==> src/rtl/period_meter_pkg.sv <==
// Shared types and constants for the period meter: FSM state encoding and
// the saturation value of the period counter as a function of its width.
package period_meter_pkg;

    typedef enum logic [1:0] {
        IDLE       = 2'd0,
        WAIT_FIRST = 2'd1,
        MEASURE    = 2'd2
    } state_t;

    localparam int unsigned DEFAULT_N = 32'd8;

    // Largest count an n-bit period counter can hold (2^n - 1), valid for n <= 31.
    function automatic int unsigned cnt_max(input int unsigned n);
        return (32'd1 << n) - 32'd1;
    endfunction

    localparam int unsigned CNT_MAX = cnt_max(DEFAULT_N);

endpackage

==> src/rtl/period_meter_rise_detect.sv <==
// Rising-edge detector for a clk-synchronous tick or level: registers the
// previous sample every cycle and flags a low-to-high transition.
module rise_detect (
    input  logic clk,
    input  logic reset,
    input  logic d,
    output logic rise
);

    logic sig_prev_r;

    // Previous-sample register, updated every cycle regardless of consumer state.
    always_ff @(posedge clk) begin
        if (reset) begin
            sig_prev_r <= 1'b0;
        end else begin
            sig_prev_r <= d;
        end
    end

    assign rise = d & ~sig_prev_r;

endmodule

==> src/rtl/period_meter.sv <==
// Single-shot period meter: after a start request, counts clk cycles between
// two consecutive rising edges of sig_in and reports the count, or saturates.
module period_meter
    import period_meter_pkg::*;
#(
    parameter int unsigned N = DEFAULT_N
) (
    input  logic         clk,
    input  logic         reset,
    input  logic         start,
    input  logic         sig_in,
    output logic         busy,
    output logic         done,
    output logic [N-1:0] period,
    output logic         overflow
);

    localparam logic [N-1:0] SAT_VALUE = N'(cnt_max(N));
    localparam logic [N-1:0] CNT_ONE   = N'(1);
    localparam logic [N-1:0] CNT_ZERO  = N'(0);

    state_t       state_r;
    logic [N-1:0] cnt_r;
    logic [N-1:0] period_r;
    logic         busy_r;
    logic         done_r;
    logic         overflow_r;
    logic         rise_s;

    rise_detect u_rise_detect (
        .clk   (clk),
        .reset (reset),
        .d     (sig_in),
        .rise  (rise_s)
    );

    // Measurement FSM; busy/done/period/overflow are all registered here.
    // Saturation is tested before the increment so cnt_r never wraps.
    always_ff @(posedge clk) begin
        if (reset) begin
            state_r    <= IDLE;
            cnt_r      <= CNT_ZERO;
            period_r   <= CNT_ZERO;
            busy_r     <= 1'b0;
            done_r     <= 1'b0;
            overflow_r <= 1'b0;
        end else begin
            done_r <= 1'b0;
            case (state_r)
                IDLE: begin
                    if (start) begin
                        state_r <= WAIT_FIRST;
                        busy_r  <= 1'b1;
                    end
                end
                WAIT_FIRST: begin
                    if (rise_s) begin
                        cnt_r   <= CNT_ONE;
                        state_r <= MEASURE;
                    end
                end
                MEASURE: begin
                    if (rise_s) begin
                        period_r   <= cnt_r;
                        overflow_r <= 1'b0;
                        done_r     <= 1'b1;
                        busy_r     <= 1'b0;
                        state_r    <= IDLE;
                    end else if (cnt_r == SAT_VALUE) begin
                        period_r   <= SAT_VALUE;
                        overflow_r <= 1'b1;
                        done_r     <= 1'b1;
                        busy_r     <= 1'b0;
                        state_r    <= IDLE;
                    end else begin
                        cnt_r <= cnt_r + CNT_ONE;
                    end
                end
                default: begin
                    state_r <= IDLE;
                    busy_r  <= 1'b0;
                end
            endcase
        end
    end

    assign busy     = busy_r;
    assign done     = done_r;
    assign period   = period_r;
    assign overflow = overflow_r;

endmodule

==> config.mk <==
export PLATFORM = sky130hd
export DESIGN_NAME = period_meter
export DESIGN_NICKNAME = d
export VERILOG_FILES = /design/src/rtl/period_meter_pkg.sv /design/src/rtl/period_meter_rise_detect.sv /design/src/rtl/period_meter.sv
export SDC_FILE = /design/constraint.sdc
export NUM_CORES = 1
export LEC_CHECK = 0
export BUFFER_PORTS_ARGS = -buffer_cell sky130_fd_sc_hd__buf_4
export CORE_MARGIN = 2
export CORE_UTILIZATION = 35
export CTS_CLUSTER_SIZE = 28
export DETAILED_ROUTE_END_ITERATION = 8
export PLACE_DENSITY_LB_ADDON = 0.3
export SYNTH_ARGS = -nofsm -noshare
export SYNTH_HDL_FRONTEND = slang
export SYNTH_HIERARCHICAL = 1
export SYNTH_SLANG_ARGS = --single-unit
==> constraint.sdc <==
create_clock -name clk -period 1.5 [get_ports clk]
set_input_delay 0.225 -clock clk [delete_from_list [all_inputs] [get_ports clk]]
set_output_delay 0.225 -clock clk [all_outputs]
set_load 0.05 [all_outputs]
==> results.py, run 1 <==
metrics = {
    "timing": {
        "whs_ns": 0.1201,
        "relSlewSlack": 0.7660,
        "finalWorstSetupSlack_ns": -0.02904,
        "period_needed_ns": 1.529,
        "fmax_mhz": 654.0,
        "post-route-period-util": 1.019,
        "grt_setup_unrepaired": "yes",
        "drv_slew": 0,
        "finalHoldViolations": 0,
        "tns_ns": -0.03196,
        "skew_ns": 0.001072,
        "max_slew.worst_pin.slew_ns": 0.3506,
        "setup_violations": 2,
    },
    "placed_design": {
        "gp_congestion": 0.8490,
        "place_area_um2": 1191,
        "io_buffers": 14,
        "dpl_worst_slack_ns": 0.01810,
        "post-place-cells": 149,
        "place_hpwl_um": 1553,
    },
    "die": {
        "rows": 19,
        "ios": 15,
        "coreArea_um2": 2686,
        "die_w_um": 56.47,
        "design.die.area_um2": 3188,
        "start_util": 0.3586,
        "die_h_um": 56.47,
    },
    "worst_hold_path": {
        "hold_class": "primary input to flop",
    },
    "run_status": {
        "status": "finished with violations",
        "violations": "negative setup slack",
    },
    "finish": {
        "fin_nets": 129,
        "final_cells": 154,
        "fill_cells": 258,
        "fin_area_um2": 1277,
        "drive_gt1_frac": 0.4309,
        "antenna_cells": 0,
        "area_delta_synth_final_pct": 32.60,
    },
    "route": {
        "drc": 0,
        "drt_iter0_drc": 16,
        "drt_pass1_iterations": 4,
        "vias": 806,
        "antenna_left": 0,
        "vias_per_cell": 5.234,
        "wl_per_cell_um": 14.06,
        "postRouteWirelength_um": 2165,
    },
    "yosys": {
        "ys_types": 34,
        "syn-mean-instance-area_um2": 10.14,
        "ys_warn_count": 6,
        "synth_seq_cells": 22,
        "synth_ff_type": "dfxtp_1",
        "ys_seq_area_frac": 0.4571,
        "syn_nets": 100,
        "postSynthCellCount": 95,
        "syn-cell-area_um2": 963.4,
        "synth-edff-count": 0,
        "async_flop_share": 0,
    },
    "clocking": {
        "cts_tree": "built",
        "cts_max_level": 1,
        "cts_root_buf": "clkbuf_4",
        "clk_latency_ns": 0.32,
        "max-clock-path-buffers": 2,
        "cts_made_buffers": 3,
        "clk_pin_slew_ns": 0.12,
        "cts_sinks": 22,
    },
    "setup_path": {
        "path_max_fanout": 4,
        "cp-end-kind": "flop",
        "cp.arrival_ns": 1.79,
        "start_kind": "flop",
        "critical_path_required_ns": 1.76,
        "critical_path_class": "flop to flop",
    },
    "global_routing": {
        "grt_use_total": 0.1486,
        "grt_max_degree": 14,
        "first_global_vias": 772,
        "grt_pass1_wl_um": 3629,
        "gr-total-overflow": 0,
        "antenna_found_initial": 0,
    },
    "job": {
        "cap_violations": 0,
    },
    "power_and_ir_drop": {
        "peakVddDrop_v": 0.0006897,
        "p_leak_nw": 0.5312,
        "powerDensity_nw_per_um2": 948.1,
    },
}
[per-layer routing]
layer,vias up,global-route usage,routed length (µm)
met5,-,0,0
met4,0,0.1020,57
met3,5,0.02765,89
met2,20,0.2076,958
met1,369,0.2043,1059
li1,412,-,-
[cell families (layout without fill, tap and decap cells)]
kind of cell / after synthesis / in the layout / share of synthesized area
AND/OR/NAND/NOR: 32 / 32 / 0.2182
AO/OA/AOI/OAI: 28 / 28 / 0.2234
flip-flops: 22 / 22 / 0.4571
buffers and inverters: 8 / 36 / 0.05064
XOR/XNOR: 3 / 3 / 0.02728
adder cells (fa/ha/maj): 1 / 1 / 0.01298
multiplexers: 1 / 1 / 0.01039
[cell usage after synthesis (all sizes together), types with 2 or more instances]
| master | count | share of area |
|---|---|---|
| dfxtp | 22 | 0.46 |
| nand2 | 9 | 0.038 |
| a21oi | 8 | 0.042 |
| o221a | 8 | 0.094 |
| inv | 4 | 0.016 |
| nor2 | 4 | 0.016 |
| nor2b | 4 | 0.042 |
| o21ai | 4 | 0.021 |
| buf | 3 | 0.031 |
| a31oi | 2 | 0.013 |
| and3 | 2 | 0.013 |
| nand3b | 2 | 0.016 |
| nand4 | 2 | 0.013 |
| nor3 | 2 | 0.022 |
| o31ai | 2 | 0.016 |
| or4 | 2 | 0.016 |
| xor2 | 2 | 0.018 |
[path summary, 6_finish.rpt]
path,from,end,slack (ns),cells past startpoint
setup / recovery,cnt_r[1],cnt_r[7],-0.03,5
hold / removal,reset,u_rise_detect/sig_prev_r,0.12,2
setup reg to reg,cnt_r[1],cnt_r[7],-0.03,5
hold reg to reg,busy,busy,0.51,2
[cell usage in the layout, fill, tap and decap left out, drive strengths merged, types with 2 or more instances in the layout]
cell type	synthesis	final
a31oi	2	2
o31ai	2	2
nor2	4	4
and3	2	2
a21oi	8	8
nand4	2	2
inv	4	4
o221a	8	8
dfxtp	22	22
o21ai	4	4
nand2	9	9
nand3b	2	2
or4	2	2
xor2	2	2
nor2b	4	4
buf	3	28
clkbuf	1	3
nor3	2	2
[critical path, cell delays in order (launching register included)]
cell,delay (ns)
dfxtp_2,0.36
ha_4,0.16
and3_4,0.19
a21o_1,0.17
or4_1,0.46
a21oi_1,0.13
[metrics by stage]
step | util | total power [mW]
4_1_cts | 0.4644 | 1.223
6_report | 0.4755 | 1.211
3_3_place_gp | 0.4434 | 0.7531
2_1_floorplan | - | 0.7108
3_5_place_dp | 0.4434 | 0.7547
5_1_grt | 0.4755 | 1.266
[sequential cells by signal (all words and copies together), names as in the netlist]
signal and cells:
busy 1, state_r 2, done 1, u_rise_detect/sig_prev_r 1
period 8, cnt_r 8, overflow 1
[cell type report]
type                    count  area, µm²  area share
clock buffers               3      22.52     0.01763
clock inverters             1      30.03     0.02351
inverters                   4      15.01     0.01175
multi-input cells          65      505.5      0.3957
flip-flops and latches     22      442.9      0.3467
well taps                  31      38.79     0.03036
repair buffers             28      222.7      0.1743
[repair_timing]
action | 4_1_cts | 5_1_grt
gates resized for setup | 1 | 2
endpoints found under the setup margin | 10 | 12
hold buffers | 0 | 0
cloned | 0 | 0
pin swaps | 0 | 1
buffers inserted | 0 | 1
[power breakdown]
| group | internal, mW | switching, mW | total [mW] |
|---|---|---|---|
| clock | 0.271 | 0.193 | 0.464 |
| sequential | 0.600 | 0.0114 | 0.611 |
| combinational | 0.0554 | 0.0812 | 0.137 |
No activity file was read; power rests on OpenSTA's default activity.
==> inputs of run 2 (changes only) <==
==> constraint.sdc (replaced) <==
create_clock -name clk -period 1.3 [get_ports clk]
set_input_delay 0.195 -clock clk [delete_from_list [all_inputs] [get_ports clk]]
set_output_delay 0.195 -clock clk [all_outputs]
set_load 0.05 [all_outputs]
==> results.py, run 2 (synthesized netlist as in run 1, its figures left out) <==
metrics = {
    "placed_design": {
        "io_buffers": 14,
        "place_hpwl_um": 1742,
        "gp_congestion": 0.7649,
    },
    "global_routing": {
        "antenna_found_initial": 0,
        "gr-total-overflow": 0,
        "first_global_vias": 896,
        "grt_max_degree": 14,
        "grt_pass1_wl_um": 3995,
        "grt_use_total": 0.1599,
    },
    "route": {
        "antenna_left": 0,
        "drt_iter0_drc": 19,
        "vias_per_cell": 5.279,
        "drt-met1-wl_um": 1096,
        "wl_met2_um": 1080,
        "dr.max_layer_used": "met4",
        "drt_pass1_iterations": 4,
        "postRouteWirelength_um": 2327,
        "wl_per_cell_um": 14.10,
        "wl_met3_um": 92,
        "vias": 871,
        "drc": 0,
    },
    "timing": {
        "post-route-period-util": 1.133,
        "whs_ns": 0.1042,
        "finalHoldViolations": 0,
        "setup_violations": 15,
        "fmax_mhz": 679.2,
        "finalWorstSetupSlack_ns": -0.1723,
        "max_slew.worst_pin.slew_ns": 0.3460,
        "drv_slew": 0,
        "grt_setup_unrepaired": "yes",
        "relSlewSlack": 0.7686,
        "skew_ns": 0.005232,
        "period_needed_ns": 1.472,
    },
    "setup_path": {
        "cp.arrival_ns": 1.73,
        "worst_path_max_delay_cell": "or4_1",
        "path_cells": "ha_4 -> and3_4 -> a21o_1 -> or4_1 -> a21oi_1",
        "cp-end-kind": "flop",
        "cp.depth": 5,
        "regToRegSetupSlack_ns": -0.17,
        "slowest_delay_ns": 0.40,
        "path_buf_inv": 0,
        "rr_worst_depth": 5,
        "critical_path_required_ns": 1.56,
        "crit_family": "simple AND/OR/NAND/NOR gates",
        "reg2reg_from": "cnt_r[0]",
        "start_kind": "flop",
        "r2r-end": "cnt_r[7]",
        "critical_path_class": "flop to flop",
        "path_max_fanout": 4,
    },
    "die": {
        "die_h_um": 56.47,
        "rows": 19,
        "start_util": 0.3586,
        "ios": 15,
        "design.die.area_um2": 3188,
        "coreArea_um2": 2686,
        "die_w_um": 56.47,
    },
    "clocking": {
        "cts_max_level": 1,
        "cts_tree": "built",
        "clk_pin_slew_ns": 0.13,
        "max-clock-path-buffers": 2,
        "clk_latency_ns": 0.31,
        "cts_root_buf": "clkbuf_4",
        "cts_sinks": 22,
        "cts_made_buffers": 3,
    },
    "power_and_ir_drop": {
        "powerDensity_nw_per_um2": 1013,
        "peakVddDrop_v": 0.0006251,
        "p_leak_nw": 0.6009,
        "pwr-share-comb": 0.127,
        "switchingPower_uw": 332.7,
        "fin_total_pwr_mw": 1.415,
        "seqPwrFrac": 0.499,
        "pwr-share-clk": 0.374,
        "swShare": 0.2352,
        "p_int_mw": 1.082,
    },
    "run_status": {
        "status": "finished with violations",
        "violations": "negative setup slack",
    },
    "finish": {
        "fin_nets": 140,
        "final_common_cell": "buf_4",
        "layout_common_cells": "buf_4, dfxtp_1, o221a_2, dfxtp_2",
        "drive_gt1_frac": 0.5522,
        "fill_cells": 256,
        "area_delta_synth_final_pct": 44.94,
        "final_util": 0.5198,
        "antenna_cells": 0,
    },
    "job": {
        "cap_violations": 0,
    },
    "worst_hold_path": {
        "whs_endpoint": "u_rise_detect/sig_prev_r",
        "hp-start": "reset",
        "hold_depth": 2,
        "hold_class": "primary input to flop",
    },
}
==> run 2: worst register-to-register path: stages, from the launching register on <==
cell,delay (ns)
dfxtp_2,0.36
ha_4,0.15
and3_4,0.19
a21o_1,0.18
or4_1,0.40
a21oi_1,0.13
==> run 2: final cells by class <==
cell class | count | area [µm²] | share of cell area
multi-input cells | 65 | 544.3 | 0.3898
flip-flops and latches | 22 | 449.2 | 0.3217
repair buffers | 39 | 296.5 | 0.2124
well taps | 31 | 38.79 | 0.02778
clock inverters | 1 | 30.03 | 0.02151
clock buffers | 3 | 22.52 | 0.01613
inverters | 4 | 15.01 | 0.01075
==> run 2: timing repair <==
action	4_1_cts	5_1_grt
setup buffers	1	2
setup endpoints to repair	16	20
pin swaps	9	7
resized for setup	9	7
cloned	0	0
hold buffers	0	0
==> run 2: worst max path at each step <==
stage / from / endpoint / slack [ns]
6_report: cnt_r[0] / cnt_r[7] / -0.17
5_1_grt: cnt_r[0] / cnt_r[7] / -0.22
3_5_place_dp: cnt_r[0] / period[2] / -0.22
3_3_place_gp: cnt_r[0] / period[1] / -0.18
2_1_floorplan: cnt_r[0] / cnt_r[7] / -0.19
4_1_cts: cnt_r[0] / cnt_r[7] / -0.18
==> run 2: per-layer routing <==
metal / vias up / GRT usage
met5: - / 0
met1: 415 / 0.1994
met2: 15 / 0.2508
met3: 6 / 0.03687
met4: 0 / 0.09184
li1: 435 / -
==> run 2: per-stage QoR <==
step	area (µm²)	setup WS (ns)	setup TNS, ns	std cells
global placement	1295	-0.1813	-1.995	162
floorplan	993.5	-0.1856	-1.714	95
finish	1396	-0.1723	-1.111	165
detailed placement	1295	-0.2226	-2.432	162
global route	1396	-0.2199	-2.348	165
CTS	1369	-0.1841	-1.116	164
==> run 2: power by group through the flow <==
| stage | clock (mW) | sequential [mW] | combinational (mW) |
|---|---|---|---|
| 6_report | 0.529 | 0.706 | 0.180 |
| 4_1_cts | 0.541 | 0.706 | 0.175 |
| 2_1_floorplan | 0 | 0.749 | 0.0745 |
| 3_5_place_dp | 0 | 0.720 | 0.171 |
| 5_1_grt | 0.569 | 0.708 | 0.193 |
| 3_3_place_gp | 0 | 0.719 | 0.169 |
